**config.mk**
```make
export PLATFORM = sky130hd
export DESIGN_NAME = fir_channel_scheduler
export DESIGN_NICKNAME = d
export VERILOG_FILES = /design/src/rtl/fir_channel_scheduler.sv
export SDC_FILE = /design/constraint.sdc
export NUM_CORES = 1
export LEC_CHECK = 0
export ABC_AREA = 1
export BUFFER_PORTS_ARGS = -buffer_cell sky130_fd_sc_hd__buf_2
export CORE_UTILIZATION = 44
export CTS_CLUSTER_DIAMETER = 100
export DETAILED_ROUTE_END_ITERATION = 10
export PLACE_DENSITY = 0.76
export SLEW_MARGIN = 10
export SYNTH_ARGS = -nofsm -noshare
export SYNTH_HDL_FRONTEND = slang
export SYNTH_SLANG_ARGS = --single-unit
```
**constraint.sdc**
```tcl
create_clock -name i_clk -period 2.3 [get_ports i_clk]
set_input_delay 0.23 -clock i_clk [delete_from_list [all_inputs] [get_ports i_clk]]
set_output_delay 0.23 -clock i_clk [all_outputs]
set_load 0.01 [all_outputs]
```
**src/rtl/fir_channel_scheduler.sv**
```systemverilog
// fir_channel_scheduler: shares one FIR core between NUM_CH deserializer
// channels. A channel is granted, its sample is handed to the FIR over a
// valid/ready handshake, and the channel index is queued so the FIR result
// can be relabelled with the channel it came from.
// Build option: FIR_SCHED_PRIORITY_EN selects strict lowest-index priority
// instead of round-robin arbitration.
module fir_channel_scheduler #(
  parameter int NUM_CH    = 4,
  parameter int DATA_W    = 24,
  parameter int OUT_W     = 24,
  parameter int TAG_DEPTH = 8
) (
  input  logic                          i_clk,
  input  logic                          i_rst,
  input  logic                          i_en,
  input  logic [NUM_CH-1:0]             iv_req,
  input  logic [NUM_CH*DATA_W-1:0]      iv_din,
  output logic [NUM_CH-1:0]             ov_grant,
  output logic [DATA_W-1:0]             ov_fir_din,
  output logic                          o_fir_din_valid,
  input  logic                          i_fir_ready,
  input  logic [OUT_W-1:0]              iv_fir_dout,
  input  logic                          i_fir_dout_valid,
  output logic [OUT_W-1:0]              ov_dout,
  output logic [$clog2(NUM_CH)-1:0]     ov_dout_ch,
  output logic                          o_dout_valid,
  output logic [$clog2(TAG_DEPTH):0]    ov_inflight,
  output logic                          o_overflow
);

  localparam int CH_W  = $clog2(NUM_CH);
  localparam int PTR_W = $clog2(TAG_DEPTH);
  localparam int CNT_W = PTR_W + 1;

  typedef enum logic {ARB, ISSUE} state_e;

  state_e              state_q, state_d;
  logic [CH_W-1:0]     last_ch_q, last_ch_d;
  logic [NUM_CH-1:0]   grant_q, grant_d;
  logic [DATA_W-1:0]   fir_din_q, fir_din_d;
  logic                fir_din_valid_q, fir_din_valid_d;
  logic [OUT_W-1:0]    dout_q, dout_d;
  logic [CH_W-1:0]     dout_ch_q, dout_ch_d;
  logic                dout_valid_q, dout_valid_d;
  logic [CNT_W-1:0]    cnt_q, cnt_d;
  logic [PTR_W-1:0]    wr_ptr_q, wr_ptr_d, rd_ptr_q, rd_ptr_d;
  logic                overflow_q, overflow_d;
  logic [CH_W-1:0]     tag_mem_q [TAG_DEPTH];

  logic                win_found;
  logic [CH_W-1:0]     win_idx;
  logic                push, pop;

`ifdef FIR_SCHED_PRIORITY_EN
  // Fixed priority: the lowest requesting index wins.
  always_comb begin
    win_found = 1'b0;
    win_idx   = '0;
    for (int i = NUM_CH - 1; i >= 0; i--) begin
      if (iv_req[i]) begin
        win_found = 1'b1;
        win_idx   = CH_W'(i);
      end
    end
  end
`else
  // Round-robin: scan upward from the channel after the last winner, wrapping.
  always_comb begin
    int j;
    logic [CH_W-1:0] cand;
    win_found = 1'b0;
    win_idx   = '0;
    j         = 0;
    cand      = '0;
    for (int i = 1; i <= NUM_CH; i++) begin
      j = int'(last_ch_q) + i;
      if (j >= NUM_CH) j = j - NUM_CH;
      cand = CH_W'(j);
      if (!win_found && iv_req[cand]) begin
        win_found = 1'b1;
        win_idx   = cand;
      end
    end
  end
`endif

  // Next-state: arbitration/issue FSM plus tag FIFO push/pop bookkeeping.
  always_comb begin
    state_d         = state_q;
    last_ch_d       = last_ch_q;
    grant_d         = '0;
    fir_din_d       = fir_din_q;
    fir_din_valid_d = fir_din_valid_q;
    dout_d          = dout_q;
    dout_ch_d       = dout_ch_q;
    dout_valid_d    = 1'b0;
    overflow_d      = overflow_q;
    push            = 1'b0;
    pop             = 1'b0;

    case (state_q)
      ARB: begin
        // Occupancy is the registered count, so a same-cycle pop never
        // frees a slot for this decision.
        if (win_found && cnt_q < CNT_W'(TAG_DEPTH)) begin
          grant_d[win_idx] = 1'b1;
          fir_din_d        = iv_din[int'(win_idx)*DATA_W +: DATA_W];
          fir_din_valid_d  = 1'b1;
          last_ch_d        = win_idx;
          push             = 1'b1;
          state_d          = ISSUE;
        end
      end
      ISSUE: begin
        if (i_fir_ready) begin
          fir_din_valid_d = 1'b0;
          state_d         = ARB;
        end
      end
      default: state_d = ARB;
    endcase

    if (i_fir_dout_valid) begin
      if (cnt_q != '0) begin
        pop          = 1'b1;
        dout_d       = iv_fir_dout;
        dout_ch_d    = tag_mem_q[rd_ptr_q];
        dout_valid_d = 1'b1;
      end else begin
        overflow_d = 1'b1;
      end
    end

    wr_ptr_d = wr_ptr_q + PTR_W'(push);
    rd_ptr_d = rd_ptr_q + PTR_W'(pop);
    cnt_d    = cnt_q + CNT_W'(push) - CNT_W'(pop);
  end

  // State and registered outputs; everything freezes while i_en is low.
  always_ff @(posedge i_clk) begin
    if (i_rst) begin
      state_q         <= ARB;
      last_ch_q       <= CH_W'(NUM_CH - 1);
      grant_q         <= '0;
      fir_din_q       <= '0;
      fir_din_valid_q <= 1'b0;
      dout_q          <= '0;
      dout_ch_q       <= '0;
      dout_valid_q    <= 1'b0;
      cnt_q           <= '0;
      wr_ptr_q        <= '0;
      rd_ptr_q        <= '0;
      overflow_q      <= 1'b0;
    end else if (i_en) begin
      state_q         <= state_d;
      last_ch_q       <= last_ch_d;
      grant_q         <= grant_d;
      fir_din_q       <= fir_din_d;
      fir_din_valid_q <= fir_din_valid_d;
      dout_q          <= dout_d;
      dout_ch_q       <= dout_ch_d;
      dout_valid_q    <= dout_valid_d;
      cnt_q           <= cnt_d;
      wr_ptr_q        <= wr_ptr_d;
      rd_ptr_q        <= rd_ptr_d;
      overflow_q      <= overflow_d;
    end
  end

  // Tag storage; validity is tracked by the pointers, so no reset needed.
  always_ff @(posedge i_clk) begin
    if (!i_rst && i_en && push) tag_mem_q[wr_ptr_q] <= win_idx;
  end

  assign ov_grant        = grant_q;
  assign ov_fir_din      = fir_din_q;
  assign o_fir_din_valid = fir_din_valid_q;
  assign ov_dout         = dout_q;
  assign ov_dout_ch      = dout_ch_q;
  assign o_dout_valid    = dout_valid_q;
  assign ov_inflight     = cnt_q;
  assign o_overflow      = overflow_q;

endmodule

```
==> results of run 1 <==
tightest hold or removal path: stages:
cell and delay [ps]:
buf_2 70, nor2_1 30, nor2_1 80
final cells by class:
| type | instances | area (µm²) |
|---|---|---|
| Tap cell | 136 | 170 |
| Multi-Input combinational cell | 501 | 2510 |
| Timing Repair Buffer | 223 | 1260 |
| Inverter | 77 | 294 |
| Sequential cell | 86 | 1890 |
| Clock buffer | 9 | 124 |
| Fill cell | 1018 | 4150 |
| Clock inverter | 7 | 71.3 |
what timing repair did:
action	CTS	global route
endpoints found under the setup margin	34	48
resized for setup	11	20
gates cloned	0	3
buffers inserted	7	1
pin swaps	10	9
per-layer routing:
layer / part of all wire / up-vias / GRT usage
met2: 0.51 / 153 / 0.396
met3: 0.063 / 13 / 0.0429
li1: - / 2676 / -
met5: 0 / - / 0
met4: 0.014 / 0 / 0.0646
met1: 0.41 / 2290 / 0.269
cell families after synthesis:
family                   after synthesis
AO/OA/AOI/OAI                         97
multiplexers                           4
buffers and inverters                122
AND/OR/NAND/NOR                      385
adder cells (fa/ha/maj)               10
flip-flops                            86
XOR/XNOR                               2
metrics by stage:
| step | std cells | setup slack, ps | hold slack (ps) | total power [mW] |
|---|---|---|---|---|
| floorplan | 706 | -28.9 | 365 | 5.08 |
| global placement | 1012 | -79.7 | 443 | 6.12 |
| detailed placement | 1012 | -135 | 449 | 6.15 |
| CTS | 1035 | 22.4 | 65.3 | 7.35 |
| global route | 1039 | -182 | 63.1 | 8.31 |
| finish | 1039 | -34.4 | 67.1 | 7.64 |
worst max-delay path by stage:
stage / to / depth (start not counted) / slack [ps]
floorplan: ov_inflight[2] / 19 / -30
global placement: ov_inflight[2] / 18 / -80
detailed placement: ov_inflight[2] / 18 / -130
CTS: ov_inflight[2] / 18 / 20
global route: ov_inflight[2] / 18 / -180
finish: ov_inflight[2] / 18 / -30
registers in the layout, indices dropped and copies added (netlist names):
signal / count
o_overflow: 1
ov_dout_ch: 2
o_fir_din_valid: 1
ov_inflight: 4
ov_dout: 24
o_dout_valid: 1
wr_ptr_q: 3
tag_mem_q: 16
rd_ptr_q: 3
ov_fir_din: 24
state_q: 1
last_ch_q: 2
ov_grant: 4
placed cells by master, fill, tap and decap left out, types with 8 or more instances in the layout:
cell type and instances:
o21ai_0 43, nand2_1 206, buf_2 189, buf_4 26, o21ai_1 8, nand3_1 36, dfxtp_1 68, a21oi_1 38
nor2_1 67, edfxtp_1 16, inv_1 68, nand4_1 48, clkbuf_8 10, nand2_2 17
power groups by stage:
stage	combinational, mW	sequential [mW]	clock (mW)
after floorplan	2.88	2.19	0
after global placement	4.04	2.09	0
after detailed placement	4.05	2.10	0
after CTS	4.21	2.07	1.07
after global routing	5.05	2.11	1.14
final	4.52	2.07	1.05
==> run summary, run 1 <==
Total GRT Usage -> 0.222
Worst EP required -> 2590 ps
Most used cell, CP -> nand2_2
GP Congestion -> 0.823
H-tree Lvls -> 3
Yosys top cell area share -> 0.291
Gate Count Post-Synth -> 706
1st-iter DRT viols -> 339
Layout cell share with drive strength beyond 1 -> 0.317
Worst path slowest cell -> dfxtp_4
Post-DP Area -> 0.00592 mm²
HP Start -> iv_fir_dout[8]
Tmin final -> 2330 ps
WL/cell -> 12.7 µm
Die area -> 0.0114 mm²
Yosys cell types -> 33
Ant diodes -> 0
EDFF count, synth -> 16
Cell Int Power -> 4.01 mW
Total Neg Setup Slack -> -34.4 ps
Reg2Reg Setup Slack -> -30 ps
Slowest stage delay, CP -> 380 ps
CTS Buf Count -> 9
Worst Clk Skew -> 14.6 ps
Share of synthesized registers carrying an async set or reset -> 0
VDD IR max -> 0.891 mV
DRT Wirelength -> 13,200 µm
Commonest cells in the netlist -> 214 x nand2_1, 70 x dfxtp_1, 70 x inv_1, 68 x nor2_1, 48 x nand4_1
Port Buffer Count -> 189
Synthesized Nets -> 845
Synthesized-area fraction occupied by and/or/nand/nor cells -> 0.350
Clock sink total -> 86
Critical Path AT -> 2620 ps
Vias post-DR -> 5,132
XOR/XNOR share of the synthesized area -> 0.00364
Final setup fails -> 1
Sw frac -> 0.475
Max Clock Freq -> 0.428 GHz
Final Hold Fails -> 0
CP Capture Type -> flop
Leak pwr -> 3.37 nW
Hold Crit Class -> primary input to flop
R2R Path Start -> last_ch_q[0]
Syn avg cell area -> 6.81 µm²
Comb pwr share -> 0.591
ANT nets after route -> 0
Vias in the first global route -> 4,542
Vias per cell -> 4.94
Die H -> 107 µm
Largest net degree at the start of global routing -> 50
Clock Pin Slew Worst Setup and Hold Paths -> 110 ps
RR Endpoint -> ov_inflight[2]
Clock power share -> 0.138
R2R depth -> 18
Count of hold-fix buffers inserted at cts -> 0
Number of synthesis warnings -> 0
CTS tree -> done
Power Dens Cells -> 1210 mW/mm²
Critical path origin -> last_ch_q[0]
Crit path max fanout -> 5
Reg power frac -> 0.271
Pre-Repair DR Iteration Count -> 5
Max-slew headroom -> 0.658
WHS Endpoint -> ov_dout[8]
First-pass GRT wire length -> 20,400 µm
DRC Markers -> 0
Max-cap violations -> 0
GRT overflow -> 0
#FFs+latches synth -> 86
Complex-gate fraction of the synthesized area -> 0.108
Worst path cell trace -> buf_12 > nand2_1 > nand2_2 > nand2_2 > nand2_4 > nor2_4 > nand3_2 > nand2_2 > inv_2 > nand2_4 > ha_4 > inv_4 > ha_4 > inv_2 > fa_2 > xnor2_2 > o21ai_1 > inv_1
Initial Util -> 0.460
Synth Area in Adders -> 0.0276
Antenna violations before repair -> 0
Core area -> 0.0105 mm²
Clock Tree Buf Depth -> 2
Mux contribution to synthesized area -> 0.00832
Die X -> 107 µm
Worst setup SP type -> flop
Design area -> 0.00632 mm²
Post-synthesis sequential area ratio -> 0.391
Family with the most delay on the worst path -> adder cells
Worst-skew pair later-pin latency -> 370 ps
Buf/Inv on CP -> 5
Layout net count -> 1,037
Post-route clock period utilization -> 1.01
Final Util -> 0.604
Synth top area cells -> dfxtp_1 29%, nand2_1 17%, edfxtp_1 10%, nand4_1 6.2%, inv_1 5.5%
Placement row count -> 37
Status -> finished with violations
HPWL after DPL -> 8960 µm
Root Buffer -> clkbuf_8
Area delta synth->final -> 31.3%
Max Slew Vio Count -> 0
Total net switching power -> 3.63 mW
Worst setup path category -> flop to flop
RSZ-0062 raised after global routing -> true
# IOs -> 190
Main synth FF type -> dfxtp_1
Cell Area, Synth -> 0.00481 mm²
Main combinational cell family by area after synthesis -> simple AND/OR/NAND/NOR gates
Min-Delay Path Depth -> 3
Final worst slack -> -34.4 ps
Largest area contributor in the netlist -> dfxtp_1
Most frequent cell after synthesis -> nand2_1
Worst-margin pin slew -> 512 ps
Failing checks -> setup timing
(Power assumes the default switching activity.)
==> run 2, diff against run 1 <==
--- a/config.mk
+++ b/config.mk
@@ -11,6 +11,7 @@
 export CTS_CLUSTER_DIAMETER = 100
 export DETAILED_ROUTE_END_ITERATION = 10
 export PLACE_DENSITY = 0.76
+export SETUP_SLACK_MARGIN = 0.5
 export SLEW_MARGIN = 10
 export SYNTH_ARGS = -nofsm -noshare
 export SYNTH_HDL_FRONTEND = slang
==> run 2 against run 1 <==
Net effect: the flow still finishes with violations (setup timing); cell count rose by 3.9%; clock power is essentially flat; sequential share of layout area shrank 5.0 points; fmax fell by 2.6%.
==> run summary, run 2 (synthesis gave the netlist of run 1 again) <==
Status -> finished with violations
Failing checks -> setup timing
Vias post-DR -> 5,702
Design area -> 0.00758 mm²
Critical Path AT -> 2480 ps
Clock sink total -> 86
Clock power share -> 0.096
1st-iter DRT viols -> 434
Post-route clock period utilization -> 1.04
Total net switching power -> 5.11 mW
RSZ-0062 raised after global routing -> true
Worst setup path category -> flop to flop
Power Dens Cells -> 1440 mW/mm²
CTS tree -> done
Sw frac -> 0.467
Die area -> 0.0114 mm²
Ant diodes -> 0
First-pass GRT wire length -> 26,500 µm
Antenna violations before repair -> 0
Worst-skew pair later-pin latency -> 360 ps
Worst setup SP type -> flop
Final setup fails -> 25
Most frequent cells in the layout -> 189 x buf_2, 158 x nand2_1, 68 x dfxtp_1
Worst path slowest cell -> dfxtp_4
Crit path max fanout -> 6
Pre-Repair DR Iteration Count -> 7
Post-DP Area -> 0.00608 mm²
Hold Crit Class -> primary input to flop
GRT overflow -> 0
Worst Clk Skew -> 11.1 ps
Cell Int Power -> 5.84 mW
CP Capture Type -> flop
Layout cell share with drive strength beyond 1 -> 0.448
Largest net degree at the start of global routing -> 35
Final Hold Fails -> 0
Vias in the first global route -> 5,338
Max Slew Vio Count -> 0
Final Util -> 0.725
Core area -> 0.0105 mm²
CTS Buf Count -> 9
Crit path depth -> 16
Worst path cell trace -> buf_6 > nand2_1 > nand3_1 > nand2_2 > nor2_4 > nand3_2 > nand2_2 > inv_2 > nand2_4 > buf_4 > buf_6 > buf_6 > nor2_4 > nand2_2 > or2_4 > nor2_4
Comb pwr share -> 0.713
VDD IR max -> 0.955 mV
Max-slew headroom -> 0.482
Die X -> 107 µm
Pwr Total -> 10.9 mW
Final worst slack -> -97.8 ps
Min-Delay Path Depth -> 3
Family with the most delay on the worst path -> simple AND/OR/NAND/NOR gates
Fin Hold WS -> 86.2 ps
Worst-margin pin slew -> 774 ps
DRT Wirelength -> 17,700 µm
Port Buffer Count -> 189
Root Buffer -> clkbuf_8
Leak pwr -> 3.86 nW
Layout net count -> 1,078
Max Clock Freq -> 0.417 GHz
GP Congestion -> 0.896
Vias per cell -> 5.28
Reg power frac -> 0.191
Slowest stage delay, CP -> 400 ps
# IOs -> 190
WL/cell -> 16.4 µm
DRC Markers -> 0
Area delta synth->final -> 57.7%
H-tree Lvls -> 3
Buf/Inv on CP -> 5
Clock Tree Buf Depth -> 2
Worst EP required -> 2380 ps
ANT nets after route -> 0
Initial Util -> 0.460
Max-cap violations -> 0
Leading cell type in the layout, fill and taps excluded -> buf_2
Clock Pin Slew Worst Setup and Hold Paths -> 100 ps
Tmin final -> 2400 ps
HPWL after DPL -> 9920 µm
Placement row count -> 37
R2R depth -> 16
Die H -> 107 µm
Total GRT Usage -> 0.300
[run 2: power groups by stage]
stage	Sequential [mW]	Clock [mW]	Combinational [mW]
finish	2.09	1.05	7.80
CTS	2.08	1.05	6.89
floorplan	2.20	0	2.95
global placement	2.10	0	4.32
detailed placement	2.11	0	4.37
global route	2.13	1.12	8.30
[run 2: worst paths after layout]
path / start / end / slack (ps)
setup reg to reg: last_ch_q[0] / tag_mem_q[0][0] / -100
hold reg to reg: o_overflow / o_overflow / 470
hold / removal: iv_fir_dout[22] / ov_dout[22] / 90
setup / recovery: last_ch_q[0] / tag_mem_q[0][0] / -100
[run 2: worst reg2reg max path: stages (launching register included)]
cell and delay, ps:
dfxtp_4 400, buf_6 140, nand2_1 70, nand3_1 130
nand2_2 120, nor2_4 40, nand3_2 80, nand2_2 50
inv_2 70, nand2_4 50, buf_4 130, buf_6 110
buf_6 110, nor2_4 120, nand2_2 80, or2_4 300
nor2_4 120
[run 2: what timing repair did]
action / 4_1_cts / 5_1_grt
endpoints found under the hold margin: 0 / 0
buffers inserted: 24 / 9
cloned: 16 / 1
hold buffers: 0 / 0
setup endpoints to repair: 69 / 73
resized for setup: 107 / 72
pin swaps: 48 / 40
[run 2: metal layers]
metal	vias to the layer above	global-route usage	share of wire
met5	-	0	0
met4	0	0.168	0.046
met3	68	0.0576	0.082
met2	292	0.513	0.49
met1	2572	0.351	0.38
li1	2770	-	-
[run 2: per-stage QoR]
step           std cells  TNS, ps  worst slack (ps)
4_1_cts             1070        0              78.5
6_report            1080    -1110             -97.8
3_5_place_dp        1014    -19.1             -19.1
3_3_place_gp        1014        0              8.54
5_1_grt             1080    -4450              -201
2_1_floorplan        706    -8.09             -8.09
[run 2: layout make-up]
type	instances	area (µm²)
timing repair buffer	261	1930
sequential	86	1890
tap	136	170
clock buffer	11	151
multi-input combinational	504	3100
fill	838	2880
clock inverter	5	40.0
inverter	77	299
==> run 3, diff against run 2 <==
==> constraint.sdc (replaced) <==
create_clock -name i_clk -period 2.3 [get_ports i_clk]
set_input_delay 0.23 -clock i_clk [delete_from_list [all_inputs] [get_ports i_clk]]
set_output_delay 0.23 -clock i_clk [all_outputs]
set_load 0.05 [all_outputs]
==> run 3 against run 2 <==
Net effect: the flow still finishes with violations (setup timing); register-to-register slack is essentially flat; sequential power is essentially flat; die area is the same; combinational power grew 2%; core utilization shrank 1.9 points; global-route usage shrank 0.60 points; first-iteration DRC count grew 10%; worst hold slack lost 18 ps; critical path type unchanged; largest cell class unchanged.
==> run summary, run 3 (synthesis gave the netlist of run 1 again) <==
Post-route clock period utilization -> 1.04
FILL cells -> 847
# IOs -> 190
Clock Tree Buf Depth -> 2
Max-cap violations -> 0
Core area -> 0.0105 mm²
Status -> finished with violations
Family with the most delay on the worst path -> buffers and inverters
Max Slew Vio Count -> 0
Failing checks -> setup timing
Worst-skew pair later-pin latency -> 380 ps
CTS tree -> done
Layout net count -> 1,080
RSZ-0062 raised after global routing -> true
Initial Util -> 0.460
R2R Path Start -> last_ch_q[1]
ANT nets after route -> 0
Area occupied by multi-input gates -> 0.00280 mm²
Worst EP required -> 2620 ps
Die H -> 107 µm
RR Endpoint -> ov_fir_din[0]
Worst setup path category -> flop to flop
Leak pwr -> 3.84 nW
Die area -> 0.0114 mm²
Vias in the first global route -> 5,210
Max Clock Freq -> 0.419 GHz
Count of hold-fix buffers inserted at cts -> 0
CP Capture Type -> flop
Max-slew headroom -> 0.668
Total GRT Usage -> 0.294
Final Util -> 0.706
Placement row count -> 37
Port Buffer Count -> 189
WHS Endpoint -> ov_dout[22]
Clock sink total -> 86
First-pass GRT wire length -> 25,800 µm
Antenna violations before repair -> 2
Largest net degree at the start of global routing -> 36
Worst-margin pin slew -> 497 ps
Final setup fails -> 13
Critical Path AT -> 2710 ps
HP Start -> iv_fir_dout[22]
Worst setup SP type -> flop
Register area -> 0.00189 mm²
H-tree Lvls -> 3
Leading cell type in the layout, fill and taps excluded -> nand2_1
Comb pwr share -> 0.712
Final worst slack -> -85.8 ps
Fin Hold WS -> 68.4 ps
Die X -> 107 µm
Tmin final -> 2390 ps
Worst Clk Skew -> 14.7 ps
Slowest stage delay, CP -> 380 ps
Ant diodes -> 0
Most frequent cells in the layout -> 193 x nand2_1, 189 x buf_2, 66 x inv_1
Reg power frac -> 0.189
1st-iter DRT viols -> 478
Clock Pin Slew Worst Setup and Hold Paths -> 110 ps
Reg2Reg Setup Slack -> -90 ps
GP Congestion -> 0.864
Total net switching power -> 5.34 mW
Vias post-DR -> 5,703
Min-Delay Path Depth -> 3
Crit path max fanout -> 6
Clock power share -> 0.099
Root Buffer -> clkbuf_8
Buf/Inv on CP -> 10
Layout cell share with drive strength beyond 1 -> 0.396
Post-route non-filler standard cell count -> 1,082
Pre-Repair DR Iteration Count -> 5
Sw frac -> 0.481
DRT Wirelength -> 17,700 µm
GRT overflow -> 0
HPWL after DPL -> 9700 µm
Area delta synth->final -> 53.6%
Setup WS pre-CTS -> -70.9 ps
Worst path slowest cell -> dfxtp_4
Pwr Total -> 11.1 mW
DRC Markers -> 0
VDD IR max -> 1.22 mV
Worst path cell trace -> inv_4 > nand2_1 > nand2_2 > nand2_1 > nand2_2 > inv_2 > nand3_4 > nand2_2 > inv_2 > nand2_4 > buf_4 > buf_6 > buf_4 > inv_4 > buf_6 > nand2_8 > buf_12 > a21oi_1 > nand2_1 > inv_1
Hold Crit Class -> primary input to flop
WL/cell -> 16.4 µm
Placed Instances -> 1,014
Final Hold Fails -> 0
Power Dens Cells -> 1500 mW/mm²
Vias per cell -> 5.27
CTS Buf Count -> 9
R2R depth -> 20
Cell Int Power -> 5.77 mW
run 3: cell types whose count changed in the layout (fill, tap and decap cells not counted), sizes merged:
cell      change
clkinv        +4
o21ai         -4
clkinvlp      -3
buf           +2
bufbuf        +2
inv           +1
run 3: what timing repair did:
action                                  4_1_cts  5_1_grt
resized for setup                            62       44
gates cloned                                 14        3
buffers inserted                             30        5
endpoints found under the setup margin       70       72
pin swaps                                    29       13
run 3: through the flow:
step                cell area [µm²]  TNS, ps
floorplan                      4940    -13.2
global placement               6060    -26.8
detailed placement             6060    -96.2
CTS                            7100        0
global route                   7390    -3460
finish                         7390     -309
run 3: power groups by stage:
stage / Sequential, mW / Clock, mW / Combinational, mW
2_1_floorplan: 2.94 / 0 / 2.96
5_1_grt: 2.13 / 1.18 / 8.40
3_3_place_gp: 2.11 / 0 / 4.99
6_report: 2.10 / 1.10 / 7.92
3_5_place_dp: 2.12 / 0 / 5.01
4_1_cts: 2.09 / 1.09 / 7.25
run 3: worst reg2reg max path, stage by stage, from the launching register on:
cell and delay [ps]:
dfxtp_4 380, inv_4 100, nand2_1 80, nand2_2 130, nand2_1 80, nand2_2 90
inv_2 60, nand3_4 70, nand2_2 60, inv_2 60, nand2_4 50, buf_4 130
buf_6 110, buf_4 130, inv_4 60, buf_6 110, nand2_8 80, buf_12 170
a21oi_1 200, nand2_1 90, inv_1 70
run 3: metal layers:
metal / track usage / vias to the layer above / routed length (µm)
met1: 0.334 / 2532 / 6560
met3: 0.0656 / 84 / 1590
li1: - / 2766 / -
met2: 0.516 / 319 / 8540
met5: 0 / - / 13
met4: 0.148 / 2 / 1020
run 3: layout make-up:
| cell class | count | share of cell area |
|---|---|---|
| Sequential cell | 86 | 0.256 |
| Tap cell | 136 | 0.0230 |
| Clock buffer | 9 | 0.0168 |
| Multi-Input combinational cell | 500 | 0.379 |
| Inverter | 77 | 0.0408 |
| Timing Repair Buffer | 267 | 0.274 |
| Clock inverter | 7 | 0.0103 |
run 3: worst max-delay path by stage:
stage,startpoint,endpoint,cells after the start
after floorplan,last_ch_q[0],ov_inflight[2],19
after global placement,last_ch_q[0],ov_inflight[2],18
after detailed placement,last_ch_q[0],ov_inflight[2],18
after CTS,last_ch_q[0],ov_inflight[2],18
after global routing,last_ch_q[0],ov_fir_din[0],20
final,last_ch_q[1],ov_fir_din[0],20
